### config.mk
export PLATFORM = sky130hd
export DESIGN_NAME = counter_poll
export DESIGN_NICKNAME = d
export VERILOG_FILES = /design/src/rtl/counter_pkg.sv /design/src/rtl/poll_timeout.sv /design/src/rtl/counter_poll.sv
export SDC_FILE = /design/constraint.sdc
export NUM_CORES = 1
export LEC_CHECK = 0
export CAP_MARGIN = 20
export CORE_ASPECT_RATIO = 0.5
export CORE_MARGIN = 2
export CORE_UTILIZATION = 52
export DETAILED_ROUTE_END_ITERATION = 6
export PLACE_DENSITY_LB_ADDON = 0.15
export SETUP_SLACK_MARGIN = 0.2
export SYNTH_ARGS = -nofsm -noshare
export SYNTH_HDL_FRONTEND = slang
export SYNTH_HIERARCHICAL = 1
export SYNTH_SLANG_ARGS = --single-unit
### constraint.sdc
create_clock -name clk -period 3.31 [get_ports clk]
set_clock_uncertainty 0.1 [all_clocks]
set_input_delay 0.662 -clock clk [delete_from_list [all_inputs] [get_ports clk]]
set_output_delay 0.662 -clock clk [all_outputs]
set_load 0.02 [all_outputs]
### src/rtl/counter_pkg.sv
// -----------------------------------------------------------------------------
// counter_pkg
// Shared definitions for the counter read-out interface.
//   - Default geometry of the counter bank (slot count, data and idx widths).
//   - Default requester timeout.
//   - Poll FSM state encoding.
//   - idx encoding shared with the counter mux: plain binary slot number,
//     starting at IDX_FIRST and stepping by one per slot.
// Ports: none (package).
// -----------------------------------------------------------------------------
package counter_pkg;

    localparam int NUM_COUNTERS_DEF = 5;
    localparam int DATA_WIDTH_DEF   = 8;
    localparam int IDX_WIDTH_DEF    = 3;
    localparam int TIMEOUT_DEF      = 15;

    // First slot index of a sweep; the counter mux decodes idx as binary.
    localparam logic [IDX_WIDTH_DEF-1:0] IDX_FIRST = '0;

    typedef enum logic [1:0] {
        ST_IDLE = 2'd0,
        ST_REQ  = 2'd1,
        ST_GAP  = 2'd2,
        ST_FIN  = 2'd3
    } poll_state_t;

endpackage

### src/rtl/poll_timeout.sv
// -----------------------------------------------------------------------------
// poll_timeout
// Loadable saturating down-counter used to bound how long a requester waits
// for an answer. Load it with (limit-1) when the request starts; every cycle
// without an answer, pulse i_enable. o_expired is high once the count has
// reached zero, i.e. on the limit-th waiting cycle.
// Ports:
//   clk        in   clock, rising edge
//   reset      in   synchronous active-low reset (count -> 0)
//   i_load     in   load i_load_val into the counter
//   i_load_val in   value to load
//   i_clear    in   force the counter to zero (highest priority after reset)
//   i_enable   in   decrement by one, holding at zero
//   o_expired  out  counter is zero
// -----------------------------------------------------------------------------
module poll_timeout #(
    parameter int WIDTH = 4
) (
    input  logic             clk,
    input  logic             reset,
    input  logic             i_load,
    input  logic [WIDTH-1:0] i_load_val,
    input  logic             i_clear,
    input  logic             i_enable,
    output logic             o_expired
);

    logic [WIDTH-1:0] r_count;

    always_ff @(posedge clk) begin
        if (!reset) begin
            r_count <= '0;
        end else if (i_clear) begin
            r_count <= '0;
        end else if (i_load) begin
            r_count <= i_load_val;
        end else if (i_enable && (r_count != '0)) begin
            r_count <= r_count - WIDTH'(1);
        end
    end

    assign o_expired = (r_count == '0);

endmodule

### src/rtl/counter_poll.sv
// -----------------------------------------------------------------------------
// counter_poll
// Requester side of the counter read-out interface. A start pulse launches a
// sweep over all counter slots: for each slot idx is driven, req is raised,
// and the requester waits for valid/data. Each answer is captured into a
// snapshot bank and added to a running total; a slot that does not answer
// within TIMEOUT cycles is recorded as 0 and flagged in err. done pulses for
// one cycle when the sweep ends.
// Ports:
//   clk     in   clock, rising edge
//   reset   in   synchronous active-low reset; aborts a sweep without done
//   start   in   one-cycle sweep request, honoured only in IDLE
//   data    in   count returned by the responder
//   valid   in   data is valid for the current idx (sampled only in REQ)
//   req     out  read request to the responder
//   idx     out  slot being requested
//   counts  out  snapshot bank, slot k at [k*DATA_WIDTH +: DATA_WIDTH]
//   err     out  bit k: slot k timed out during the last sweep
//   total   out  sum of captured counts of the last sweep (wraps for >8 slots)
//   busy    out  a sweep is in progress
//   done    out  one-cycle pulse at the end of a sweep
// -----------------------------------------------------------------------------
import counter_pkg::*;

module counter_poll #(
    parameter int NUM_COUNTERS = NUM_COUNTERS_DEF,
    parameter int DATA_WIDTH   = DATA_WIDTH_DEF,
    parameter int IDX_WIDTH    = IDX_WIDTH_DEF,
    parameter int TIMEOUT      = TIMEOUT_DEF
) (
    input  logic                               clk,
    input  logic                               reset,
    input  logic                               start,
    input  logic [DATA_WIDTH-1:0]              data,
    input  logic                               valid,
    output logic                               req,
    output logic [IDX_WIDTH-1:0]               idx,
    output logic [NUM_COUNTERS*DATA_WIDTH-1:0] counts,
    output logic [NUM_COUNTERS-1:0]            err,
    output logic [DATA_WIDTH+2:0]              total,
    output logic                               busy,
    output logic                               done
);

    localparam int TOTAL_WIDTH = DATA_WIDTH + 3;
    localparam int TO_WIDTH    = $clog2(TIMEOUT + 1);

    poll_state_t             r_state;
    logic                    r_req;
    logic [IDX_WIDTH-1:0]    r_idx;
    logic [DATA_WIDTH-1:0]   r_counts [NUM_COUNTERS];
    logic [NUM_COUNTERS-1:0] r_err;
    logic [TOTAL_WIDTH-1:0]  r_total;
    logic                    r_busy;
    logic                    r_done;

    logic [NUM_COUNTERS-1:0] w_slot_sel;
    logic                    w_last_slot;
    logic                    w_to_load;
    logic                    w_to_clear;
    logic                    w_to_enable;
    logic                    w_expired;

    // One-hot decode of the slot currently requested, plus the output view of
    // the snapshot bank.
    genvar gi;
    generate
        for (gi = 0; gi < NUM_COUNTERS; gi++) begin : g_slot
            assign w_slot_sel[gi] = (r_idx == IDX_WIDTH'(gi));
            assign counts[gi*DATA_WIDTH +: DATA_WIDTH] = r_counts[gi];
        end
    endgenerate

    assign w_last_slot = (r_idx == IDX_WIDTH'(NUM_COUNTERS - 1));

    // The wait counter is armed on every transition into REQ; loading
    // TIMEOUT-1 makes it expire on the TIMEOUT-th REQ cycle.
    assign w_to_load   = ((r_state == ST_IDLE) && start) ||
                         ((r_state == ST_GAP) && !w_last_slot);
    assign w_to_clear  = (r_state == ST_REQ) && valid;
    assign w_to_enable = (r_state == ST_REQ) && !valid;

    poll_timeout #(
        .WIDTH (TO_WIDTH)
    ) u_timeout (
        .clk        (clk),
        .reset      (reset),
        .i_load     (w_to_load),
        .i_load_val (TO_WIDTH'(TIMEOUT - 1)),
        .i_clear    (w_to_clear),
        .i_enable   (w_to_enable),
        .o_expired  (w_expired)
    );

    always_ff @(posedge clk) begin
        if (!reset) begin
            r_state <= ST_IDLE;
            r_req   <= 1'b0;
            r_idx   <= IDX_WIDTH'(IDX_FIRST);
            r_err   <= '0;
            r_total <= '0;
            r_busy  <= 1'b0;
            r_done  <= 1'b0;
            for (int k = 0; k < NUM_COUNTERS; k++) begin
                r_counts[k] <= '0;
            end
        end else begin
            case (r_state)
                ST_IDLE: begin
                    r_done <= 1'b0;
                    if (start) begin
                        r_state <= ST_REQ;
                        r_req   <= 1'b1;
                        r_idx   <= IDX_WIDTH'(IDX_FIRST);
                        r_busy  <= 1'b1;
                        r_err   <= '0;
                        r_total <= '0;
                    end
                end

                ST_REQ: begin
                    // valid wins over expiry when both land in the same cycle
                    if (valid) begin
                        for (int k = 0; k < NUM_COUNTERS; k++) begin
                            if (w_slot_sel[k]) begin
                                r_counts[k] <= data;
                            end
                        end
                        r_total <= r_total + TOTAL_WIDTH'(data);
                        r_req   <= 1'b0;
                        r_state <= ST_GAP;
                    end else if (w_expired) begin
                        for (int k = 0; k < NUM_COUNTERS; k++) begin
                            if (w_slot_sel[k]) begin
                                r_counts[k] <= '0;
                            end
                        end
                        r_err   <= r_err | w_slot_sel;
                        r_req   <= 1'b0;
                        r_state <= ST_GAP;
                    end
                end

                ST_GAP: begin
                    if (!w_last_slot) begin
                        r_idx   <= r_idx + IDX_WIDTH'(1);
                        r_req   <= 1'b1;
                        r_state <= ST_REQ;
                    end else begin
                        r_idx   <= IDX_WIDTH'(IDX_FIRST);
                        r_busy  <= 1'b0;
                        r_done  <= 1'b1;
                        r_state <= ST_FIN;
                    end
                end

                ST_FIN: begin
                    r_done  <= 1'b0;
                    r_state <= ST_IDLE;
                end

                default: begin
                    r_state <= ST_IDLE;
                    r_req   <= 1'b0;
                    r_busy  <= 1'b0;
                    r_done  <= 1'b0;
                end
            endcase
        end
    end

    assign req   = r_req;
    assign idx   = r_idx;
    assign err   = r_err;
    assign total = r_total;
    assign busy  = r_busy;
    assign done  = r_done;

endmodule

==> metrics <==
routed vias/inst 5.483; Syn Inst Count around 270; Post-CTS Setup Repair Bufs 0; n_diodes 0; Hold Path Cell Cnt 2; R2R cell count 8; Synth Area in XOR/XNOR under 10%; Max-slew headroom 56.03%; pwr dens 670.6 nW/um^2; Fmax 401.9 MHz; simple-gate share of the synthesized area between 10% and 20%; cells resized by post-CTS repair 0; wire length per cell 15.85 microns; vias in the first global route 2184; EDFF count, synth 40; PortBufs 73; Crit Reg-Reg Endpoint r_counts[0][15]$_DFFE_PP_; CTS tree built; Sw Ratio 29.95%; first-pass GRT wire length 10580 microns; Placer Congestion 0.8665; dominant synthesized flop cell edfxtp_1; most frequent cell after synthesis edfxtp_1; max-slew violations 0; Die Area ~6600 sq um; H-Tree Depth 3; Setup-failing EPs final 0; Top-Level Pins 74; Core ar. roughly 5600 sq um; clock sinks 68; clock buffer depth 2; layout net count 384; clock share of power 34.8%; worst slew pin tran 0.6552 ns; Data arrival, critical path 2.60 ns; Crit Path Class in2reg; RR Startpoint u_timeout/r_count[0]$_SDFFE_PP0P_; # fillers 393; sw power 847.7 uW; Leakage 1.653 nW; Tcrit/Tclk final about 75%; CTS buffer count 9; min Tclk post-route 2.488 ns; Worst IR Drop VDD between 0.0004 and 0.0005 V; RSZ-0062 raised after global routing false; largest family of logic cells by synthesized area simple AND/OR/NAND/NOR gates; share of layout cells above drive strength 1 6.983%; async set or reset register ratio after synthesis 0%; Final ANT Viol Nets 0; Seq cells post-synth 68; Worst setup EP type flop; min-delay src done$_SDFFE_PN0P_; Placed Cells 415; height of the chip ~60 microns; Cell Count, Final, Fillers Out 431; Gate power share between 20% and 30%; R2R Setup Slk 0.96 ns; initial antenna violation count 0; sequential area share after synthesis 56.73%; final WL 6833 microns; Detail Placement HPWL ~5000 microns; Final Hold Viols 0; Hold WC Path Type reg2reg; routed vias 2363; status completed; Max Cap Violations 0; mux share of post-synthesis cell area less than 1%; top cells by count, synth edfxtp_1, dfxtp_1, nand2_1; clock transition at the registers of the reported paths 0.05 ns; startpoint types input pin; largest net degree at the start of global routing 21; Post-Synth Adder-Cell Area under 10%; drt first pass iters 5; Netlist cell types 52; root buf cell clkbuf_16; Hold Buf Count CTS 0; Avg Inst Size Synth 11.33 sq um; initial DRC count 97; Crit Path Max Fanout 5; Area Overhead vs Synth 35.90%; total number of yosys warnings 6; post-synth top area cell edfxtp_1; Clk Latency, worst-skew pair 0.32 ns; Total GRT Usage 21.24%; Min Hold Slack 0.3646 ns; largest cells by area after synthesis edfxtp_1, dfxtp_1, ha_1; sequential power share 37.9%; DRC viols 0; post-synthesis compound-gate area fraction 13.38%; CP Data Required Time about 3.4 ns; worst hold endpoint done$_SDFFE_PN0P_; GRT overflow 0; post-route setup TNS 0 ns; Starting Density about 55%; Die W 113.3 microns; Mapped Area 3105 sq um; Yosys top cell area share between 30% and 40%; Int Pwr a little under 2 mW; Rows 19
[logic make-up after synthesis]
| kind of cell | count (synthesis) |
|---|---|
| other cells | 2 |
| buf+inv | 24 |
| compound gates | 58 |
| mux | 2 |
| flops | 68 |
| xor+xnor | 6 |
| simple gates | 95 |
| fa+ha+maj | 19 |
[sequential cells by signal (all words and copies together) (netlist names)]
register,cells
req,1
r_counts,40
busy,1
err,5
total,11
done,1
r_state,2
u_timeout/r_count,4
idx,3
[stage by stage]
stage / cell area [sq um] / util [%] / setup slack, ns / power [mW]
5_1_grt: 4220 / 75.22 / 0.7331 / 2.960
6_report: 4220 / 75.22 / 0.8221 / 2.830
3_3_place_gp: 3910 / 69.69 / 0.5693 / 1.825
3_5_place_dp: 3910 / 69.69 / 0.5204 / 1.856
4_1_cts: 4220 / 75.22 / 0.8478 / 2.851
2_1_floorplan: 3113 / - / 1.032 / 1.599
[cell type report]
cell class	count	area (sq um)	share of cell area (%)
clock buffer	11	232.7	5.514
timing repair buffer	76	753.2	17.85
sequential	68	1762	41.74
clock inverter	5	77.57	1.838
tap	73	91.34	2.164
inverter	14	57.56	1.364
multi-input combinational	184	1246	29.53
[how the worst max path moves through the flow]
stage	startpoint	slack (ns)	cells past startpoint	to
after floorplan	u_timeout/r_count[0]$_SDFFE_PP0P_	1.03	6	r_counts[0][32]$_DFFE_PP_
after global placement	data[3]	0.57	7	total[7]$_SDFFE_PN0P_
after detailed placement	data[3]	0.52	7	total[7]$_SDFFE_PN0P_
after CTS	data[3]	0.85	7	total[7]$_SDFFE_PN0P_
after global routing	data[3]	0.73	7	total[7]$_SDFFE_PN0P_
final	data[3]	0.82	7	total[7]$_SDFFE_PN0P_
[layout by cell type, fill, tap and decap left out, drive strengths merged, types with 11 or more instances in the layout]
cell type	count
nand3	16
ha	18
a21oi	15
and2	13
clkbuf	11
inv	13
clkdlybuf4s50	73
nand2	21
edfxtp	40
o21ai	13
nor2	19
dfxtp	28
[per-layer routing]
metal  GRT usage (%)  share of wire, %  routed length, microns
met5               0                 0                       0
met3           7.106               7.0                     479
met1           26.23                44                    3031
met4           6.794               1.1                      73
met2           36.18                48                    3249
[critical path, stage by stage]
cell             delay [ns]
clkdlybuf4s50_1        0.47
ha_1                   0.40
a21o_1                 0.18
a21oi_1                0.28
nand2_1                0.16
and3_1                 0.19
o31a_1                 0.26
[power groups by stage]
stage	logic, mW	clock network, mW	registers, mW
floorplan	0.427	0	1.17
global placement	0.743	0	1.08
detailed placement	0.768	0	1.09
CTS	0.773	1.01	1.07
global route	0.846	1.03	1.08
finish	0.773	0.985	1.07
No activity file was read; power rests on OpenSTA's default activity.
